--- src/rtl/gxsim_reg_pkg.sv ---
// Shared opcodes, command sizes and FSM state encoding for the host-register initiator.
package gxsim_reg_pkg;

    localparam logic [7:0] OP_WRITE = 8'h02;
    localparam logic [7:0] OP_READ  = 8'h03;
    localparam logic [7:0] ERR_BYTE = 8'hEE;

    localparam int CMD_ADDR_BYTES = 4;
    localparam int CMD_DATA_BYTES = 4;

    typedef enum logic [2:0] {
        IDLE,
        ADDR,
        WDATA,
        WRITE,
        READ,
        RSP,
        ERR
    } state_t;

    function automatic logic is_legal_op(input logic [7:0] op);
        return (op == OP_WRITE) || (op == OP_READ);
    endfunction

endpackage

--- src/rtl/gxsim_byte_serializer.sv ---
// Loads a 32-bit word and emits it MSB-first as four bytes on a valid/ready stream;
// done pulses combinationally on the handshake of the fourth byte.
module gxsim_byte_serializer (
    input  logic        clk,
    input  logic        resetn,
    input  logic        load,
    input  logic [31:0] load_data,
    output logic [7:0]  tdata,
    output logic        tvalid,
    input  logic        tready,
    output logic        done
);

    logic [31:0] sreg;
    logic [1:0]  cnt;

    assign tdata = sreg[31:24];
    assign done  = tvalid && tready && (cnt == 2'd3);

    // Shifting in zeros leaves tdata at 0 once the word has drained.
    always_ff @(posedge clk) begin
        if (!resetn) begin
            sreg   <= '0;
            cnt    <= '0;
            tvalid <= 1'b0;
        end else if (load) begin
            sreg   <= load_data;
            cnt    <= '0;
            tvalid <= 1'b1;
        end else if (tvalid && tready) begin
            sreg <= {sreg[23:0], 8'h00};
            cnt  <= cnt + 2'd1;
            if (cnt == 2'd3)
                tvalid <= 1'b0;
        end
    end

endmodule

--- src/rtl/gxsim_host_reg_initiator.sv ---
// Byte-stream read/write command parser driving the simulated host-register port.
// Define GXSIM_ERR_RESP_EN to answer an illegal opcode with a single ERR_BYTE response.
module gxsim_host_reg_initiator
    import gxsim_reg_pkg::*;
(
    input  logic        clk,
    input  logic        resetn,
    input  logic [7:0]  s_cmd_tdata,
    input  logic        s_cmd_tvalid,
    output logic        s_cmd_tready,
    output logic [7:0]  m_rsp_tdata,
    output logic        m_rsp_tvalid,
    input  logic        m_rsp_tready,
    output logic [31:0] address,
    output logic [31:0] wdata,
    output logic        write_strobe,
    input  logic [31:0] rdata,
    output logic        busy
);

    localparam logic [1:0] LAST_ADDR = 2'(CMD_ADDR_BYTES - 1);
    localparam logic [1:0] LAST_DATA = 2'(CMD_DATA_BYTES - 1);

    state_t      state;
    logic [1:0]  cnt;
    logic [31:0] stage;
    logic        is_wr;
    logic        cmd_hs;
    logic [31:0] stage_next;
    logic        ser_load;
    logic        ser_tvalid;
    logic        ser_done;
    logic [7:0]  ser_tdata;

    assign s_cmd_tready = resetn && (state == IDLE || state == ADDR || state == WDATA);
    assign cmd_hs       = s_cmd_tvalid && s_cmd_tready;
    assign stage_next   = {stage[23:0], s_cmd_tdata};
    assign busy         = (state != IDLE);
    assign ser_load     = (state == READ);

    // address/wdata only update on the final byte so the port never sees a partial value.
    always_ff @(posedge clk) begin
        if (!resetn) begin
            state        <= IDLE;
            cnt          <= '0;
            stage        <= '0;
            is_wr        <= 1'b0;
            address      <= '0;
            wdata        <= '0;
            write_strobe <= 1'b0;
        end else begin
            write_strobe <= 1'b0;
            case (state)
                IDLE: if (cmd_hs) begin
                    cnt   <= '0;
                    is_wr <= (s_cmd_tdata == OP_WRITE);
                    state <= is_legal_op(s_cmd_tdata) ? ADDR : ERR;
                end
                ADDR: if (cmd_hs) begin
                    stage <= stage_next;
                    if (cnt == LAST_ADDR) begin
                        address <= stage_next;
                        cnt     <= '0;
                        state   <= is_wr ? WDATA : READ;
                    end else begin
                        cnt <= cnt + 2'd1;
                    end
                end
                WDATA: if (cmd_hs) begin
                    stage <= stage_next;
                    if (cnt == LAST_DATA) begin
                        wdata        <= stage_next;
                        cnt          <= '0;
                        write_strobe <= 1'b1;
                        state        <= WRITE;
                    end else begin
                        cnt <= cnt + 2'd1;
                    end
                end
                WRITE: state <= IDLE;
                READ:  state <= RSP;
                RSP:   if (ser_done) state <= IDLE;
`ifdef GXSIM_ERR_RESP_EN
                ERR:   if (m_rsp_tready) state <= IDLE;
`else
                ERR:   state <= IDLE;
`endif
                default: state <= IDLE;
            endcase
        end
    end

    gxsim_byte_serializer u_ser (
        .clk       (clk),
        .resetn    (resetn),
        .load      (ser_load),
        .load_data (rdata),
        .tdata     (ser_tdata),
        .tvalid    (ser_tvalid),
        .tready    (m_rsp_tready),
        .done      (ser_done)
    );

`ifdef GXSIM_ERR_RESP_EN
    assign m_rsp_tvalid = ser_tvalid || (state == ERR);
    assign m_rsp_tdata  = (state == ERR) ? ERR_BYTE : ser_tdata;
`else
    assign m_rsp_tvalid = ser_tvalid;
    assign m_rsp_tdata  = ser_tdata;
`endif

endmodule
--- config.mk ---
export PLATFORM = sky130hd
export DESIGN_NAME = gxsim_host_reg_initiator
export DESIGN_NICKNAME = d
export VERILOG_FILES = /design/src/rtl/gxsim_reg_pkg.sv /design/src/rtl/gxsim_byte_serializer.sv /design/src/rtl/gxsim_host_reg_initiator.sv
export SDC_FILE = /design/constraint.sdc
export NUM_CORES = 1
export LEC_CHECK = 0
export CAP_MARGIN = 40
export CORE_UTILIZATION = 49
export CTS_CLUSTER_DIAMETER = 100
export DETAILED_ROUTE_END_ITERATION = 10
export PLACE_DENSITY_LB_ADDON = 0.12
export SLEW_MARGIN = 30
export SYNTH_ARGS = -nofsm -noshare
export SYNTH_HDL_FRONTEND = slang
export SYNTH_HIERARCHICAL = 1
export SYNTH_SLANG_ARGS = --single-unit
--- constraint.sdc ---
create_clock -name clk -period 2.1 [get_ports clk]
set_clock_uncertainty 0.2 [all_clocks]
set_input_delay 0.42 -clock clk [delete_from_list [all_inputs] [get_ports clk]]
set_output_delay 0.42 -clock clk [all_outputs]
set_load 0.02 [all_outputs]
Yosys cells after proc, flatten, opt, wreduce, memory -nomap -nowiden
Cells that the tools add are included.
{ "word_totals": {"register_bits": 130, "latchBits": 0, "ramBits": 0, "rom_bits": 0, "inputBits": 44, "out_inout_bits": 76, "wordCells": 69, "mem_count": 0} }
{ "op_classes": {"n_addsub": 2, "n_mul": 0, "n_div": 0, "n_lt_le_gt_ge": 0, "n_eq_ne": 15, "n_shift": 0, "mux": 19, "bitwise": 1, "n_reduce_logical": 22} }
{ "ops": {"columns": ["cell", "n"], "rows": [
  ["32-bit 2-to-1 mux", 2],
  ["3-bit 2-to-1 mux", 8],
  ["8-bit by 2-bit equality test with 1-bit output, second input constant", 2],
  ["3-bit one-hot mux with 5 select lines", 1],
  ["3-bit AND reduction", 4],
  ["2-bit inequality test, second input constant", 4],
  ["3-bit equality test, second input constant", 2],
  ["2-bit 2-to-1 mux", 3],
  ["2-bit by 1-bit inequality test with 1-bit output, second input constant", 3],
  ["2-bit AND reduction", 3],
  ["6-bit AND reduction", 1],
  ["2-bit nonzero test", 3],
  ["2-bit by 1-bit adder with 2-bit output, second input constant", 2],
  ["2-bit equality test, second input constant", 2],
  ["1-bit logical AND", 4],
  ["1-bit 2-to-1 mux", 4],
  ["2-bit one-hot mux with 2 select lines", 1],
  ["2-bit OR reduction", 2],
  ["3-bit by 1-bit equality test with 1-bit output, second input constant", 1],
  ["3-bit by 2-bit equality test with 1-bit output, second input constant", 1],
  ["3-bit logical NOT", 1],
  ["1-bit logical OR", 3],
  ["3-bit nonzero test", 1],
  ["1-bit inverter", 1]
]} }

Longest topological paths before layout
{ "depth": {"word_depth": 7, "mapped_depth": 9, "mapped_depth_nobuf": 6} }

By module
Netlist, hierarchy kept.
{ "by_module_without_submodules": {"columns": ["module", "n_inst", "cells_per_inst", "area_per_inst_um2"], "rows": [
  ["gxsim_host_reg_initiator", 1, 443, 3505.9],
  ["gxsim_byte_serializer", 1, 165, 1562.7]
]} }

Worst setup path before layout
No wires, ideal clock.
{ "synth_path": {"path_type": "register -> register", "from": "register, netlist name cnt[0]", "to": "register wdata[2]", "setup_ps": 132, "arrival_time_ps": 1469, "required_time_ps": 1768, "setup_slack_ps": 299, "path_stages_with_launch": 8, "path_buffers": 2, "path_cell_list": "dfxtp_1 > ha_1 > nand3_1 > or4_4 > buf_6 > buf_2 > nand2_1 > a21oi_1"} }
{ "synth_rtl": {"columns": ["element", "line_no", "source"], "rows": [
  ["end signal: assignment", "gxsim_host_reg_initiator.sv:72", "wdata <= stage_next;"],
  ["end: declaration", "gxsim_host_reg_initiator.sv:15", "output logic [31:0] wdata,"]
]} }

Final worst setup path
{ "layout_path": {"from": "register state[0]", "to": "output s_cmd_tready"} }
{ "layout_between": {"elab_chain_len": 4, "elab_cells_between_ends": 6, "classes_between": "eq/ne: 2; reduce/logical: 4"} }
{ "layout_rtl": {"columns": ["element", "line_no", "source"], "rows": [
  ["start: declaration", "gxsim_host_reg_initiator.sv:24", "state_t state;"],
  ["start signal: assignment", "gxsim_host_reg_initiator.sv:57", "state <= is_legal_op(s_cmd_tdata) ? ADDR : ERR;"],
  ["start signal: assignment", "gxsim_host_reg_initiator.sv:64", "state <= is_wr ? WDATA : READ;"],
  ["3-bit by 1-bit equality test with 1-bit output or 3-bit logical NOT (tied branches)", "gxsim_host_reg_initiator.sv:35", "assign s_cmd_tready = resetn && (state == IDLE || state == ADDR || state == WDATA);"],
  ["1-bit logical OR", "gxsim_host_reg_initiator.sv:35", null],
  ["1-bit logical OR (*)", "gxsim_host_reg_initiator.sv:35", null],
  ["1-bit logical AND (*)", "gxsim_host_reg_initiator.sv:35", null],
  ["end: declaration", "gxsim_host_reg_initiator.sv:10", "output logic s_cmd_tready,"]
]} }
Every way passes the cells marked *; elsewhere a longest branch is shown, timed or not.

==> results.toml <==
[clocking]
htree_levels = 4
cts-root-buf = "clkbuf_8"
cts.reportedPaths.clkPinSlew_ns = 0.06
cts_inserted_buffers = 17
cts_setup_buffers = 0
clk_latency_ns = 0.51
cts_tree = "yes"
cts.path.max_buffers = 2
clock_sinks = 130

[synthesis]
synth.distinct_cells = 44
yosysSeqAreaShare_pct = 51.3
synth_area_um2 = 5070
synthFlopType = "dfxtp_1"
async_reset_ff_share_pct = 0
syn_avg_cell_area_um2 = 8.34
syn_nets = 654
ys_ff_latch = 130
synth_cells = 608
yosys_warnings = 6
synth_edf_count = 0

[setup_path]
cp-start-kind = "register"
path_cells = "a21oi_2, and2_1, clkdlybuf4s15_2"
cp_top_family = "flip-flops"
rr_startpoint = "cnt[0]"
cp.arrival_ns = 1.47
path_buf_inv = 1
crit_fanout = 11
rrSetupSlack_ns = 0.11
required_ns = 1.48
crit_type = "register to output port"
reg2reg_depth = 6
max_stage_delay_ns = 0.39
rr_endpoint = "wdata[14]"
crit_cells = 3
cp-end-kind = "output port"
critPathSlowestCell = "dfxtp_4"

[layout]
final_common_cell = "nand2_1"
layout-drive-gt1-share_pct = 10.6
area_growth_pct = 39.0
antenna_cells = 0
nNetsFinal = 768
layout_common_cells = "188 x nand2_1, 128 x dfxtp_1, 117 x a21oi_1"
fill_cells = 765
design_area_um2 = 7040

[detailed_routing]
drt_iter0_markers = 229
drcViolationCount = 0
routed_wl_um = 12500
firstDrtPassIters = 4
wl_per_cell_um = 14.4
vias_per_cell = 5.17
vias = 4486
postRouteAntennaNets = 0

[floorplanning]
die_y_um = 104
coreArea_um2 = 9910
num_io_pins = 120
die_x_um = 104
die-area_um2 = 10800
rows = 36
start_util_pct = 51.1

[sta]
timing.fmax_mhz = 478
setup_violations = 0
drv_slew = 0
relSlewSlack_pct = 68.5
final_hold_viol_count = 0
rsz0062_at_grt = "true"
min_period_ns = 2.09
period_share_pct = 99.7
worst_pin_slew_ns = 0.473

[worst_hold_path]
hold_start = "wdata[13]"
hold_path.class = "register to register"
whs_endpoint = "wdata[13]"
holdPathStages = 2

[placement]
routabilityCongestion = 0.801
post_dp_cell_area_um2 = 6400
dp_hpwl_um = 8060
io_buffer_count = 119

[pwr]
p_total_mw = 7.12
irDropWorstVdd_uv = 684
p_leak_nw = 3.49
pwr_density_cell_nw_per_um2 = 1010

[run_status]
outcome = "finished clean"

[grt]
grt.overflow.total = 0
grt_pass1_wl_um = 20400
grt_usage_pct = 23.5
antenna_found_initial = 0
grt_max_degree = 58
grt_pass1_vias = 4286

[job]
maxCapViolCount = 0
worst min-delay path: cells and delay by family (launching register included):
family          cells  cell delay [ns]
simple gates        1             0.05
compound gates      1             0.05
flops               1             0.31
sequential cells by signal (all words and copies together) (netlist names):
register      count
address          32
u_ser/cnt         2
u_ser/tvalid      1
stage            24
wdata            32
state             3
cnt               2
u_ser/sreg       32
is_wr             1
write_strobe      1
worst max-delay path by stage:
stage | from | endpoint | slack (ns)
after floorplan | cnt[0] | wdata[2] | 0.30
after global placement | resetn | s_cmd_tready | -0.29
after detailed placement | resetn | wdata[6] | -0.30
after CTS | wdata[20] | wdata[20] | 0.0001
after global routing | state[0] | s_cmd_tready | -0.05
final | state[0] | s_cmd_tready | 0.007
layer usage:
layer	GRT usage [%]	part of all wire, %
met3	5.98	5.1
met2	39.2	48
met5	0	0
met4	7.14	1.3
met1	29.8	46
synth_stat cells (all sizes together) (2+ instances only):
cell,count,area [um^2]
a221oi,2,17.5
nand3,12,60.1
a22oi,3,22.5
dfxtp,130,2600
nor3,2,20.0
a21boi,9,67.6
o21ai,30,150
nand2,189,717
or4,3,26.3
a21oi,118,591
nor4,2,18.8
nor2,8,30.0
nor2b,2,12.5
inv,6,25.0
clkbuf,16,71.3
buf,37,273
ha,2,25.0
mux2i,24,240
logic make-up (layout without fill, tap and decap cells):
family                     after synthesis  count (layout)  share of synthesized area, %
AOI/OAI and AO/OA                      166             166                          17.3
xor gates and xnor gates                 2               2                         0.346
adders and majority gates                2               2                         0.494
buffers and inverters                   60             187                          7.45
DFF                                    130             130                          51.3
muxes                                   24              24                          4.74
and+or+nand+nor                        224             224                          18.3
metrics by stage:
stage                     hold slack (ns)  utilization, %  std cells  setup TNS [ns]  setup slack, ns
after floorplan                     0.237               -        608               0            0.299
after global placement              0.244            64.6        836          -17.78           -0.285
after CTS                           0.250            69.9        868               0         0.000106
after global routing                0.257            71.1        868         -0.0565          -0.0489
final                               0.250            71.1        868               0          0.00664
after detailed placement            0.248            64.6        836          -20.42           -0.295
layout make-up:
cell class / instances / area, um^2 / share of cell area, %
clock buffers: 19 / 432 / 6.13
multi-input cells: 418 / 2110 / 30.0
flip-flops and latches: 130 / 2610 / 37.0
inverters: 7 / 36.3 / 0.515
repair buffers: 148 / 1590 / 22.5
well taps: 133 / 166 / 2.36
clock inverters: 13 / 103 / 1.46
where the power goes:
group,internal [mW],switching [mW],total [mW]
registers,2.76,0.239,3.00
clock network,1.49,1.11,2.61
logic,0.678,0.834,1.51
total,4.93,2.19,7.12
repair_timing:
item / 4_1_cts / 5_1_grt
pin swaps: 0 / 1
resized for setup: 30 / 49
endpoints found under the setup margin: 21 / 51
hold buffers: 0 / 0
Note: power is estimated with default switching activity, not from simulation.
